File: src/rtl/conv_tile_scheduler.sv
// Convolution layer tile scheduler: filter-group loop outer, output-tile loop inner,
// issuing weight/IFM/compute/store req-ack commands. Optional macro: TILE_SCHED_PERF_EN.
module conv_tile_scheduler #(
  parameter int SYSTOLIC_SIZE = 16,
  parameter int TS_W          = $clog2(SYSTOLIC_SIZE) + 1
) (
  input  logic            clk,
  input  logic            rst,
  input  logic            start,
  input  logic [8:0]      ifm_size,
  input  logic [10:0]     ifm_channel,
  input  logic [1:0]      kernel_size,
  input  logic [10:0]     num_filter,
  output logic            busy,
  output logic            done,
  output logic            cfg_err,
  output logic            wgt_req,
  input  logic            wgt_ack,
  output logic            ifm_req,
  input  logic            ifm_ack,
  output logic            cmp_req,
  input  logic            cmp_ack,
  output logic            ofm_req,
  input  logic            ofm_ack,
  output logic [7:0]      count_filter,
  output logic [11:0]     count_tiling,
  output logic [5:0]      tile_row,
  output logic [5:0]      tile_col,
  output logic [TS_W-1:0] tile_h,
  output logic [TS_W-1:0] tile_w,
`ifdef TILE_SCHED_PERF_EN
  output logic [31:0]     perf_cycles,
  output logic [31:0]     perf_stall,
`endif
  output logic [TS_W-1:0] grp_filters
);

  localparam int S = SYSTOLIC_SIZE;

  typedef enum logic [3:0] {
    S_IDLE, S_CFG, S_ERR, S_WGT, S_IFM, S_CMP, S_STO, S_NXT, S_FIN
  } state_t;

  state_t state, state_n;

  logic [8:0]  ifm_size_r;
  logic [10:0] ifm_channel_r;
  logic [1:0]  kernel_r;
  logic [10:0] num_filter_r;
  logic [9:0]  ofm_r;
  logic [5:0]  tpd_r;
  logic [11:0] num_tiling_r;
  logic [7:0]  nlf_r;

  logic [9:0]  ofm_c;
  logic [5:0]  tpd_c;
  logic        cfg_bad;
  logic        start_ok;
  logic        last_tile;
  logic        last_grp;

  // Valid extent of a tile or filter group: whatever remains past idx full blocks, capped at S.
  function automatic logic [TS_W-1:0] edge_len(input int total, input int idx);
    int rem;
    rem = total - idx * S;
    return (rem >= S) ? TS_W'(S) : TS_W'(rem);
  endfunction

  assign ofm_c     = 10'(ifm_size_r) - 10'(kernel_r) + 10'd1;
  assign tpd_c     = 6'((int'(ofm_c) + S - 1) / S);
  assign cfg_bad   = (kernel_r == 2'd0) || (ifm_size_r < 9'(kernel_r)) ||
                     (ifm_channel_r == 11'd0) || (num_filter_r == 11'd0);
  assign start_ok  = (state == S_IDLE) && start;
  assign last_tile = (count_tiling == num_tiling_r - 12'd1);
  assign last_grp  = (count_filter == nlf_r - 8'd1);

  assign busy    = (state == S_CFG) || (state == S_WGT) || (state == S_IFM) ||
                   (state == S_CMP) || (state == S_STO) || (state == S_NXT);
  assign done    = (state == S_FIN) || (state == S_ERR);
  assign wgt_req = (state == S_WGT);
  assign ifm_req = (state == S_IFM);
  assign cmp_req = (state == S_CMP);
  assign ofm_req = (state == S_STO);

  always_ff @(posedge clk) begin
    // NOTE: sequential state uses non-blocking assignments so every register samples pre-edge values.
    if (rst) state <= S_IDLE;
    else     state <= state_n;
  end

  always_comb begin
    // NOTE: next state defaults to the current state first, so no path can infer a latch.
    state_n = state;
    case (state)
      S_IDLE: if (start) state_n = S_CFG;
      S_CFG:  state_n = cfg_bad ? S_ERR : S_WGT;
      S_ERR:  state_n = S_IDLE;
      S_WGT:  if (wgt_ack) state_n = S_IFM;
      S_IFM:  if (ifm_ack) state_n = S_CMP;
      S_CMP:  if (cmp_ack) state_n = S_STO;
      S_STO:  if (ofm_ack) state_n = S_NXT;
      S_NXT:  begin
        if (!last_tile)     state_n = S_IFM;
        else if (!last_grp) state_n = S_WGT;
        else                state_n = S_FIN;
      end
      S_FIN:  state_n = S_IDLE;
      default: state_n = S_IDLE;
    endcase
  end

  always_ff @(posedge clk) begin
    // NOTE: config shadows are reset with the counters so nothing derived from them leaks out after reset.
    if (rst) begin
      ifm_size_r    <= '0;
      ifm_channel_r <= '0;
      kernel_r      <= '0;
      num_filter_r  <= '0;
      ofm_r         <= '0;
      tpd_r         <= '0;
      num_tiling_r  <= '0;
      nlf_r         <= '0;
      cfg_err       <= 1'b0;
      count_filter  <= '0;
      count_tiling  <= '0;
      tile_row      <= '0;
      tile_col      <= '0;
      tile_h        <= '0;
      tile_w        <= '0;
      grp_filters   <= '0;
    end else if (start_ok) begin
      ifm_size_r    <= ifm_size;
      ifm_channel_r <= ifm_channel;
      kernel_r      <= kernel_size;
      num_filter_r  <= num_filter;
      cfg_err       <= 1'b0;
      count_filter  <= '0;
      count_tiling  <= '0;
      tile_row      <= '0;
      tile_col      <= '0;
    end else if (state == S_CFG) begin
      if (cfg_bad) begin
        cfg_err <= 1'b1;
      end else begin
        ofm_r        <= ofm_c;
        tpd_r        <= tpd_c;
        num_tiling_r <= 12'(int'(tpd_c) * int'(tpd_c));
        nlf_r        <= 8'((int'(num_filter_r) + S - 1) / S);
        tile_h       <= edge_len(int'(ofm_c), 0);
        tile_w       <= edge_len(int'(ofm_c), 0);
        grp_filters  <= edge_len(int'(num_filter_r), 0);
      end
    end else if (state == S_NXT) begin
      if (!last_tile) begin
        count_tiling <= count_tiling + 12'd1;
        if (tile_col == tpd_r - 6'd1) begin
          tile_col <= '0;
          tile_row <= tile_row + 6'd1;
          tile_w   <= edge_len(int'(ofm_r), 0);
          tile_h   <= edge_len(int'(ofm_r), int'(tile_row) + 1);
        end else begin
          tile_col <= tile_col + 6'd1;
          tile_w   <= edge_len(int'(ofm_r), int'(tile_col) + 1);
        end
      end else begin
        count_tiling <= '0;
        tile_row     <= '0;
        tile_col     <= '0;
        tile_h       <= edge_len(int'(ofm_r), 0);
        tile_w       <= edge_len(int'(ofm_r), 0);
        if (!last_grp) begin
          count_filter <= count_filter + 8'd1;
          grp_filters  <= edge_len(int'(num_filter_r), int'(count_filter) + 1);
        end
      end
    end
  end

`ifdef TILE_SCHED_PERF_EN
  logic stall_c;
  assign stall_c = (wgt_req && !wgt_ack) || (ifm_req && !ifm_ack) ||
                   (cmp_req && !cmp_ack) || (ofm_req && !ofm_ack);

  always_ff @(posedge clk) begin
    if (rst) begin
      perf_cycles <= '0;
      perf_stall  <= '0;
    end else if (start_ok) begin
      perf_cycles <= '0;
      perf_stall  <= '0;
    end else begin
      if (busy)    perf_cycles <= perf_cycles + 32'd1;
      if (stall_c) perf_stall  <= perf_stall + 32'd1;
    end
  end
`endif

endmodule

File: config.mk
export PLATFORM = sky130hd
export DESIGN_NAME = conv_tile_scheduler
export DESIGN_NICKNAME = d
export VERILOG_FILES = /design/src/rtl/conv_tile_scheduler.sv
export SDC_FILE = /design/constraint.sdc
export NUM_CORES = 1
export LEC_CHECK = 0
export CORE_ASPECT_RATIO = 0.9
export CORE_MARGIN = 4
export CORE_UTILIZATION = 55
export DETAILED_ROUTE_END_ITERATION = 16
export DONT_BUFFER_PORTS = 1
export HOLD_SLACK_MARGIN = 0.02
export PLACE_DENSITY = 0.73
export SLEW_MARGIN = 20
export SYNTH_ARGS = -nofsm -noshare
export SYNTH_HDL_FRONTEND = slang
export SYNTH_SLANG_ARGS = --single-unit
File: constraint.sdc
create_clock -name clk -period 5.9 [get_ports clk]
set_input_delay 0.295 -clock clk [delete_from_list [all_inputs] [get_ports clk]]
set_output_delay 0.295 -clock clk [all_outputs]
set_load 0.02 [all_outputs]
=== Word-level counts from Yosys, hierarchy flattened ===
Cells that the tools add are included.

* Reductions and logical operators: 30
* Bitwise operators: 6
* Mux-type cells: 34
* Multiply operators: 1
* Equal/unequal tests: 18
* Add/subtract/negate cells: 21
* $lt $le $gt $ge: 7

{| class="wikitable"
|+ Operators with widths
! cell !! count
|-
| two-way mux 5 bit || 20
|-
| two-way mux 4 bit || 7
|-
| case mux 4 bit (7 select lines) || 1
|-
| >= comparator 12 x 6 -> 1 bit, second input constant || 2
|-
| two-way mux 6 bit || 4
|-
| subtractor 10 x 11 -> 12 bit || 2
|-
| logical NOT 11 bit || 2
|-
| >= comparator 10 x 5 -> 1 bit, second input constant || 2
|-
| == test 4 x 3 -> 1 bit, second input constant || 4
|-
| adder 6 x 1 -> 7 bit, second input constant || 2
|-
| >= comparator 14 x 6 -> 1 bit, second input constant || 1
|-
| subtractor 11 x 13 -> 14 bit || 1
|-
| subtractor 12 x 1 -> 13 bit, second input constant || 1
|-
| adder 11 x 5 -> 12 bit, second input constant || 1
|-
| adder 12 x 1 -> 12 bit, second input constant || 1
|-
| adder 6 x 1 -> 6 bit, second input constant || 2
|-
| == test 12 bit || 1
|-
| multiplier 6 x 6 -> 12 bit || 1
|-
| two-way mux 12 bit || 1
|-
| subtractor 11 x 1 -> 12 bit, second input constant || 1
|-
| subtractor 12 x 1 -> 12 bit, second input constant || 1
|-
| adder 10 x 5 -> 11 bit, second input constant || 1
|-
| >= comparator 11 x 5 -> 1 bit, second input constant || 1
|-
| adder 10 x 1 -> 10 bit, second input constant || 1
|-
| 30 further kinds || 56
|}

* Word-level logic and storage cells: 134
* Bits of input ports: 40
* Register bits after elaboration: 121
* Output and inout port bits: 54

=== Depth between registers and ports, before layout ===
Gate-level depths: netlist of the first run.

* Depth in word-level cells: 8
* Mapped depth: 26
* Depth with buffers taken out: 26

=== Worst setup path after synthesis of the first run ===
Ideal clock, no wire load.

* Path kind: flip-flop to flip-flop
* Start: register ifm_size_r[1]
* End: register num_tiling_r[10]
* Setup time: 120 ps
* Path slack: -17 ps
* Data required time: 5780 ps
* Path buffers: 0
* Clock period less this slack: 5917 ps
* Cell stages (with the launch flop): 27
* Arrival: 5797 ps
* Cell sequence: dfxtp_1 inv_1 ha_1 inv_1 ha_1 fa_1 xor2_1 or4_1 a21boi_0 nand4_1 nor2_1 xnor2_1 nor2_1 fa_1 inv_1 fa_1 fa_1 inv_1 ha_1 and3b_1 o21a_1 o21a_1 o21ai_0 nand2b_1 a21oi_1 or4_1 nand3_1

* Cells in the longest elaborated chain, start to end: 8
* Elaborated cells on any way between the ends: 14
* Classes of those cells: add/sub (5); mul (1); order compare (1); bitwise (2); reduce/logical (5)

{| class="wikitable"
|+ Ends and longest elaborated chain
! what !! line !! source
|-
| start, declared || 46 || <nowiki>logic [8:0] ifm_size_r;</nowiki>
|-
| start signal, assigned || 132 || <nowiki>ifm_size_r <= ifm_size;</nowiki>
|-
| subtractor 9 x 2 -> 10 bit || 69 || <nowiki>assign ofm_c = 10'(ifm_size_r) - 10'(kernel_r) + 10'd1;</nowiki>
|-
| adder 10 x 1 -> 10 bit || 69 ||
|-
| adder 10 x 5 -> 11 bit || 70 || <nowiki>assign tpd_c = 6'((int'(ofm_c) + S - 1) / S);</nowiki>
|-
| subtractor 11 x 1 -> 12 bit || 70 ||
|-
| OR reduction 4 bit (no source line) || - ||
|-
| bitwise AND 1 bit (no source line) || - ||
|-
| adder 6 x 1 -> 6 bit (no source line) || - ||
|-
| multiplier 6 x 6 -> 12 bit || 147 || <nowiki>num_tiling_r <= 12'(int'(tpd_c) * int'(tpd_c));</nowiki>
|-
| end signal, assigned || 147 ||
|-
| end, declared || 52 || <nowiki>logic [11:0] num_tiling_r;</nowiki>
|}

Parallel ways exist; a longest one is shown, timed or not.
A chain may end at the register's enable or synchronous reset.

=== Worst setup path in the final report of the first run ===
Ends and elaborated chain as after synthesis.

==> results of run 1 <==
worst reg2reg max path, delay by kind of cell, from the launching register on:
family | cells | cell delay, ps
AO/OA/AOI/OAI | 5 | 620
adder cells (fa/ha/maj) | 7 | 2650
buffers and inverters | 4 | 240
AND/OR/NAND/NOR | 8 | 1450
flip-flops | 1 | 330
XOR/XNOR | 2 | 340
metrics by stage:
step	hold slack, ps	cells	utilization, %	instance area (sq um)	power (uW)
floorplan	431	1050	-	8110	4040
global placement	376	1211	58.4	8300	4720
detailed placement	380	1211	58.4	8300	4850
CTS	37.8	1274	65.4	9290	6060
global route	40.3	1275	65.8	9350	7080
finish	62.1	1275	65.8	9350	6410
what timing repair did:
item,4_1_cts,5_1_grt
setup endpoints to repair,2,4
hold buffers,31,0
resized for setup,3,12
setup buffers,0,1
pin swaps,0,7
endpoints found under the hold margin,79,0
routing by layer:
metal  share of wire [%]  routed length, microns  up-vias  GRT usage (%)
li1                    -                       -     3728              -
met1                  46                    9570     3398           34.9
met2                  45                    9330      230           39.6
met3                 7.8                    1610       19           7.61
met4                 1.3                     261        0           6.05
met5                   0                       0        -              0
where the power goes:
| group | internal, uW | switching, uW |
|---|---|---|
| Combinational | 1960 | 2310 |
| Sequential | 880 | 108 |
| Clock | 771 | 385 |
registers in the layout, indices dropped and copies added (netlist names), 8 cells and up:
name and cells:
count_tiling 12, ifm_channel_r 11, num_filter_r 11, num_tiling_r 10
ofm_r 10, ifm_size_r 9, count_filter 8, nlf_r 8
how the worst max path moves through the flow:
stage,cells after the start,slack [ps],from,to
2_1_floorplan,26,50,ifm_size_r[1]$_SDFFE_PP0P_,num_tiling_r[10]$_SDFFE_PP0P_
3_3_place_gp,26,70,ifm_size_r[1]$_SDFFE_PP0P_,num_tiling_r[10]$_SDFFE_PP0P_
3_5_place_dp,26,-110,ifm_size_r[1]$_SDFFE_PP0P_,num_tiling_r[10]$_SDFFE_PP0P_
4_1_cts,25,20,ifm_size_r[1]$_SDFFE_PP0P_,num_tiling_r[10]$_SDFFE_PP0P_
5_1_grt,26,-40,ifm_size_r[1]$_SDFFE_PP0P_,num_tiling_r[10]$_SDFFE_PP0P_
6_report,26,220,ifm_size_r[1]$_SDFFE_PP0P_,num_tiling_r[10]$_SDFFE_PP0P_
cell usage in the layout, fill, tap and decap left out, types with 4 or more instances in the layout:
cell type	synthesis	final
nand2_1	130	130
dfxtp_1	119	118
a21oi_1	106	102
nor2_1	92	89
inv_1	70	70
ha_1	55	53
o21ai_0	42	40
xor2_1	40	40
xnor2_1	39	38
nor3_1	32	32
dlygate4sd3_1	0	30
nand3_1	25	25
buf_4	1	24
a211oi_1	20	20
nand4_1	17	17
clkbuf_16	0	17
or3_1	16	16
nor2b_1	14	14
nor4_1	14	14
fa_1	12	11
nand3b_1	10	10
nand2b_1	9	9
o21a_1	9	9
o31ai_1	9	9
and3_1	8	8
o211ai_1	8	8
a31oi_1	7	7
or4_1	8	7
and2_1	6	6
a21oi_2	1	5
mux2i_1	5	5
a32oi_1	5	5
bufinv_16	0	5
or2_2	4	4
a21o_1	4	4
nor3b_1	4	4
a22oi_1	4	4
o22ai_1	4	4
kinds of logic after synthesis:
group	share of synthesized area, %
XOR/XNOR	8.82
AND/OR/NAND/NOR	24.6
adder cells (fa/ha/maj)	11.5
multiplexers	1.04
buffers and inverters	5.96
AO/OA/AOI/OAI	18.6
flip-flops	29.4
synthesized netlist by cell type, types with 3 or more instances:
| cell | count | area share [%] |
|---|---|---|
| nor4b_1 | 3 | 0.32 |
| a211oi_1 | 20 | 1.9 |
| dfxtp_1 | 119 | 29 |
| nand3b_1 | 10 | 0.93 |
| nor3b_1 | 4 | 0.37 |
| xnor2_1 | 39 | 4.2 |
| and2_1 | 6 | 0.46 |
| a22oi_1 | 4 | 0.37 |
| and3b_1 | 3 | 0.32 |
| a32oi_1 | 5 | 0.54 |
| fa_1 | 12 | 3.0 |
| nand3_1 | 25 | 1.5 |
| inv_1 | 70 | 3.2 |
| o211ai_1 | 8 | 0.74 |
| nand4b_1 | 3 | 0.32 |
| nor2b_1 | 14 | 1.1 |
| o22ai_1 | 4 | 0.31 |
| a21oi_1 | 106 | 6.6 |
| a21o_1 | 4 | 0.37 |
| or4_1 | 8 | 0.74 |
| ha_1 | 55 | 8.5 |
| nor2_1 | 92 | 4.3 |
| or3_1 | 16 | 1.2 |
| and3_1 | 8 | 0.62 |
| mux2_2 | 3 | 0.42 |
| o21a_1 | 9 | 0.83 |
| o31a_1 | 3 | 0.32 |
| xor2_1 | 40 | 4.3 |
| nand2_1 | 130 | 6.0 |
| or3b_2 | 3 | 0.32 |
| nor3_1 | 32 | 2.0 |
| nand2b_1 | 9 | 0.70 |
| o21ai_0 | 42 | 2.6 |
| mux2i_1 | 5 | 0.62 |
| a31oi_1 | 7 | 0.54 |
| nor4_1 | 14 | 1.1 |
| o2bb2ai_1 | 3 | 0.32 |
| o31ai_1 | 9 | 0.83 |
| or2_2 | 4 | 0.31 |
| nand4_1 | 17 | 1.3 |
| clkbuf_1 | 49 | 2.3 |
cell type report:
cell class / count / area, sq um
inverters: 70 / 263
clock inverters: 12 / 199
fillers: 1221 / 4860
multi-input cells: 806 / 5300
repair buffers: 55 / 508
flip-flops and latches: 119 / 2380
clock buffers: 20 / 457
well taps: 193 / 241
==> run metrics, run 1 <==
status=finished, final reports clean; Crit Reg-Reg Startpoint=ifm_size_r[1]$_SDFFE_PP0P_; CP delay by family, top=adder cells; worst-margin pin slew=778 ps; global-route wire length before repair=34,200 microns; crit share post-route=96.3%; Post-Syn Instances=1,050; starting density of the core=57.0%; Hold Crit Start=num_filter[9]; total iterations of the first detailed-routing run=5; CP Data Required Time=6260 ps; core area=14,200 sq um; RR Endpoint=num_tiling_r[10]$_SDFFE_PP0P_; CP startpoint kind=flop; share of flip-flops with an asynchronous set or reset=0%; clk buf depth=2; Placement Setup Slack=-108 ps; port bufs=0; Worst-path clk slew=60 ps; HP Class=input port to flop; Leak=0.00356 uW; total of warnings raised by yosys=0; Die ar.=16,700 sq um; minimum clock period=5680 ps; Die Y=123 microns; GRT Util Overall=25.4%; Crit Path Category=flop to flop; worst vdd ir=0.696 mV; Synth Flop Type=dfxtp_1; R2R depth=26; fin nets=1,176; Crit. End Element=flop; clock latency on the worst-skew pair=420 ps; critical path peak fanout=3; Fin Setup TNS=0 ps; fmax=176 MHz; dpl hpwl=14,700 microns; Max stage delay cell, worst path=fa_1; layout cell share with drive strength beyond 1=7.95%; WHS Path Cells=2; via total after detailed routing=7,375; vias per cell=5.78; vias in the first global route=6,748; H-tree levels=4; flop-to-flop setup slack=220 ps; Ant. Diodes=0; Largest stage delay, worst path=540 ps; Seq cells post-synth=119; TritonCTS clock tree=done; crit path DAT=6040 ps; WL/cell=16.3 microns; antenna-violating nets left=0; Hold EP=num_filter_r[9]$_SDFFE_PP0P_; antenna violations before repair=0; critical path's most frequent cell=inv_1; fin worst setup slack=217 ps; DR iter-0 viols=381; TritonCTS Buffers=17; DRC=0; MaxCap Viol Count=0; CTS Sinks=119; Slew HR=47.7%; endpoints failing setup=0; worst path bufs/invs=4; pwr dens=686 nW/um^2; GP Congestion=0.879; syn_area_per_cell=7.71 sq um; DIE WIDTH=136 microns; synth unique cells=69; syn nets=1,157; Final Hold Viols=0; GRT Residual Overflow=0; Fin Clk Skew=7.46 ps; sequential area share after synthesis=29.4%; Total Routed Length=20,800 microns; Area Overhead vs Synth=15.5%; post-synthesis cell area=8100 sq um; max-slew violation count=0; CTS Root Cell=clkbuf_16; largest net degree at the start of global routing=80; Rows=41; IO Count=94; EDFF count, synth=0
Power figures use the tool's default switching activity.
==> run 2: changes to the inputs <==
- PLACE_DENSITY: 0.73 -> 0.7
- clock period: 5.9 -> 7.08 ns (I/O delays scaled with it)
==> run 2 against run 1 <==
Compared with the run above:
- routed wire length decreased by 3.5%
- cell area decreased by 5.4%
- final cell count decreased by 3.4%
==> run metrics, run 2 (synthesis results as in run 1) <==
status=finished, final reports clean; dpl cell area=8200 sq um; pwr dens=545 nW/um^2; Crit. End Element=flop; fin util=62.3%; max-slew violation count=0; TritonCTS clock tree=done; total iterations of the first detailed-routing run=5; CTS Root Cell=clkbuf_16; Largest stage delay, worst path=550 ps; layout cell share with drive strength beyond 1=5.77%; GRT Util Overall=24.9%; crit share post-route=89.8%; GRT Residual Overflow=0; RSZ-0062 raised after global routing=no; met3 Use GR=6.79%; CTS Sinks=119; dpl hpwl=14,500 microns; fmax=157 MHz; post-CTS sizing=0; vias in the first global route=6,710; worst-margin pin slew=1010 ps; H-tree levels=4; Slew HR=32.3%; CP startpoint kind=flop; Worst-path clk slew=60 ps; Area Overhead vs Synth=9.26%; GP Congestion=0.891; global-route wire length before repair=33,600 microns; Fin Clk Skew=9.38 ps; DRC=0; Total Routed Length=20,100 microns; CP Data Required Time=7390 ps; largest net degree at the start of global routing=78; core area=14,200 sq um; port bufs=0; minimum clock period=6360 ps; flop-to-flop setup slack=720 ps; Non-Filler Instances=1,232; Leak=0.00333 uW; DIE WIDTH=136 microns; worst vdd ir=0.601 mV; Top Registers=count_tiling: 12 flops, ifm_channel_r: 11 flops, num_filter_r: 11 flops; max FFs per register=12; WL/cell=16.3 microns; placed cells=1,198; TritonCTS Buffers=17; DR iter-0 viols=431; starting density of the core=57.0%; endpoints failing setup=0; MaxCap Viol Count=0; vias per cell=5.84; IO Count=94; Ant. Diodes=0; design area=8850 sq um; clk buf depth=2; Die Y=123 microns; Crit Path Category=flop to flop; antenna violations before repair=0; Max stage delay cell, worst path=fa_1; GRT busiest layer=met2; via total after detailed routing=7,199; HP Class=input port to flop; critical path peak fanout=7; Rows=41; most frequent cells in the layout=nand2_1 (130), dfxtp_1 (119), a21oi_1 (106); antenna-violating nets left=0; commonest non-fill, non-tap cell in the layout=nand2_1; fin nets=1,133; clock latency on the worst-skew pair=430 ps; Largest Register=count_tiling; grt met2 use=37.7%; Final Hold Viols=0; Fin Setup TNS=0 ps; worst path bufs/invs=4; crit path DAT=6680 ps; CP delay by family, top=adder cells; Die ar.=16,700 sq um; M1 GR Usage=34.6%
## run 2: cell types whose count changed in the layout (fill, tap and decap cells not counted), moves of 3 or more
cell           delta
dlygate4sd3_1    -29
a21oi_1           +4
clkinvlp_4        +3
buf_4            -14
a21oi_2           -4
## run 2: power by group
group	switching [uW]	internal [uW]
registers	87.8	733
logic	1730	1370
clock network	329	564
total	2150	2670
## run 2: per-stage QoR
step	hold slack [ps]	power [uW]	setup slack [ps]
CTS	32.1	4860	742
global placement	430	3830	936
finish	41.6	4820	719
global route	34.5	5410	264
floorplan	436	3360	1160
detailed placement	431	3880	759
## run 2: layout make-up
type / instances / area, sq um
inverter: 70 / 263
timing repair buffer: 12 / 113
fill: 1280 / 5360
multi-input combinational: 806 / 5240
tap: 193 / 241
clock buffer: 18 / 439
sequential: 119 / 2380
clock inverter: 14 / 174
## run 2: layer usage
layer | share of wire (%) | wire length [microns]
met1 | 48 | 9620
met2 | 43 | 8570
met3 | 7.3 | 1470
met4 | 1.9 | 388
met5 | 0 | 0
## run 2: path summary, 6_finish.rpt
kind                                  from                             to  cells past startpoint
max             ifm_size_r[1]$_SDFFE_PP0P_  num_tiling_r[10]$_SDFFE_PP0P_                     26
min                                    rst         tile_w[4]$_SDFFE_PP0P_                      1
min reg2reg  ifm_channel_r[1]$_SDFFE_PP0P_  ifm_channel_r[1]$_SDFFE_PP0P_                      2
max reg2reg     ifm_size_r[1]$_SDFFE_PP0P_  num_tiling_r[10]$_SDFFE_PP0P_                     26
## run 2: worst reg2reg max path, cell delays in order, from the launching register on
cell and delay [ps]:
dfxtp_1 360, inv_1 60, ha_1 290, inv_1 50, ha_1 230, fa_1 400
a21oi_1 250, o221ai_1 160, xor2_1 490, nand4_1 220, nor2_1 150, xnor2_1 220
nor2_1 120, fa_1 550, inv_1 70, fa_1 500, fa_1 540, inv_1 40
ha_1 320, and3b_1 210, o21a_1 180, o21a_1 170, o21ai_0 220, nand2b_1 90
a21oi_1 180, or4_1 120, nand3_1 50
## run 2: repair_timing
item / 4_1_cts / 5_1_grt
hold buffers: 2 / 0
endpoints found under the hold margin: 77 / 0
buffers inserted: 0 / 0
endpoints found under the setup margin: 0 / 0
==> run 3: changes to the inputs <==
- CTS_CLUSTER_DIAMETER: not set -> 40
- clock period: 7.08 -> 6.8 ns (I/O delays scaled with it)
==> run 3 against run 2 <==
Compared with the run above:
- clock power up 5.3%
- count of clock-buffer cells in the layout up 1
- non-clock buffer count unchanged
- global-route usage up 0.28 points
- largest power group unchanged
- combinational power up 5%
- critical path type unchanged
- clock skew down 4.5 ps
- sequential power up 4.1%
- register-to-register slack worse by 290 ps
- maximum frequency about the same
==> run metrics, run 3 (synthesis results as in run 1) <==
status=finished, final reports clean; crit share post-route=93.6%; most frequent cells in the layout=nand2_1 (130), dfxtp_1 (119), a21oi_1 (106); HP Class=input port to flop; dpl cell area=8200 sq um; port bufs=0; worst-margin pin slew=836 ps; largest net degree at the start of global routing=79; Largest stage delay, worst path=560 ps; IO Count=94; Logic pwr share=64.4%; via total after detailed routing=7,184; sequential power share=16.9%; dpl hpwl=14,700 microns; clock share of power=18.6%; vias in the first global route=6,738; starting density of the core=57.0%; Psw=2240 uW; Crit. End Element=flop; GP Congestion=0.866; MaxCap Viol Count=0; vias per cell=5.83; H-tree levels=4; antenna-violating nets left=0; Fin Setup TNS=0 ps; Worst-path clk slew=50 ps; endpoints failing setup=0; Sw Share=44.3%; Fin Clk Skew=4.93 ps; TritonCTS Buffers=17; Die Y=123 microns; GRT Util Overall=25.2%; worst vdd ir=0.574 mV; commonest non-fill, non-tap cell in the layout=nand2_1; GRT Residual Overflow=0; FF/Latch Area=2380 sq um; CP startpoint kind=flop; CP Data Required Time=7100 ps; pwr dens=570 nW/um^2; Leak=0.00333 uW; antenna violations before repair=0; Crit Path Category=flop to flop; Area Overhead vs Synth=9.32%; DIE WIDTH=136 microns; DRC=0; Largest Register=count_tiling; global-route wire length before repair=33,900 microns; minimum clock period=6370 ps; worst path bufs/invs=4; clk buf depth=2; total iterations of the first detailed-routing run=5; layout cell share with drive strength beyond 1=5.77%; WL/cell=16.5 microns; clock latency on the worst-skew pair=420 ps; fmax=157 MHz; Multi-input gate area=5240 sq um; RSZ-0062 raised after global routing=no; crit path DAT=6670 ps; Die ar.=16,700 sq um; Total Routed Length=20,300 microns; core area=14,200 sq um; Top Registers=count_tiling: 12 flops, ifm_channel_r: 11 flops, num_filter_r: 11 flops; critical path peak fanout=5; TritonCTS clock tree=done; Pint=2810 uW; CP delay by family, top=adder cells; Slew HR=43.8%; Rows=41; Ant. Diodes=0; CTS Sinks=119; max-slew violation count=0; Final Hold Viols=0; design area=8850 sq um; DR iter-0 viols=369; Max stage delay cell, worst path=fa_1; max FFs per register=12; CTS Root Cell=clkbuf_16; # fillers=1,300; fin nets=1,133
==> run 3: timing repair <==
action,in CTS,in global routing
hold endpoints to repair,78,0
buffers inserted,0,0
gates resized for setup,0,1
hold buffers,1,0
endpoints found under the setup margin,0,2
==> run 3: power by group through the flow <==
stage	Clock [uW]	Sequential, uW	Combinational, uW
4_1_cts	955	854	3280
6_report	940	855	3250
3_5_place_dp	0	870	3220
3_3_place_gp	0	867	3130
2_1_floorplan	0	824	2680
5_1_grt	989	868	3720
==> run 3: worst paths after layout <==
| check | start | endpoint | slack [ps] | depth (start not counted) |
|---|---|---|---|---|
| worst max-delay path | ifm_size_r[1]$_SDFFE_PP0P_ | num_tiling_r[10]$_SDFFE_PP0P_ | 430 | 26 |
| worst min-delay path | rst | tile_w[4]$_SDFFE_PP0P_ | 40 | 1 |
| worst max register to register | ifm_size_r[1]$_SDFFE_PP0P_ | num_tiling_r[10]$_SDFFE_PP0P_ | 430 | 26 |
| worst min register to register | ifm_channel_r[6]$_SDFFE_PP0P_ | ifm_channel_r[6]$_SDFFE_PP0P_ | 460 | 2 |
==> run 3: area by class of cell <==
cell class              count  area share [%]
clock buffers              19            4.89
clock inverters            13            2.04
inverters                  70            2.97
multi-input cells         806            59.2
flip-flops and latches    119            26.9
well taps                 193            2.73
repair buffers             12            1.24
==> run 3: through the flow <==
stage	instances	setup WS (ps)	total power, uW	util (%)	hold slack [ps]
2_1_floorplan	1050	883	3500	-	436
3_3_place_gp	1199	663	4000	57.7	416
3_5_place_dp	1199	376	4090	57.7	417
4_1_cts	1232	359	5090	62.2	26.3
5_1_grt	1232	0.452	5570	62.3	34.7
6_report	1232	434	5050	62.3	44.3
==> run 3: routing by layer <==
metal,share of wire (%),wire (microns),up-vias,GRT usage [%]
met5,0,0,-,0
met4,1.8,372,0,7.12
met3,7.7,1560,28,7.12
met2,43,8790,225,38.2
met1,47,9550,3295,35.2
li1,-,-,3636,-
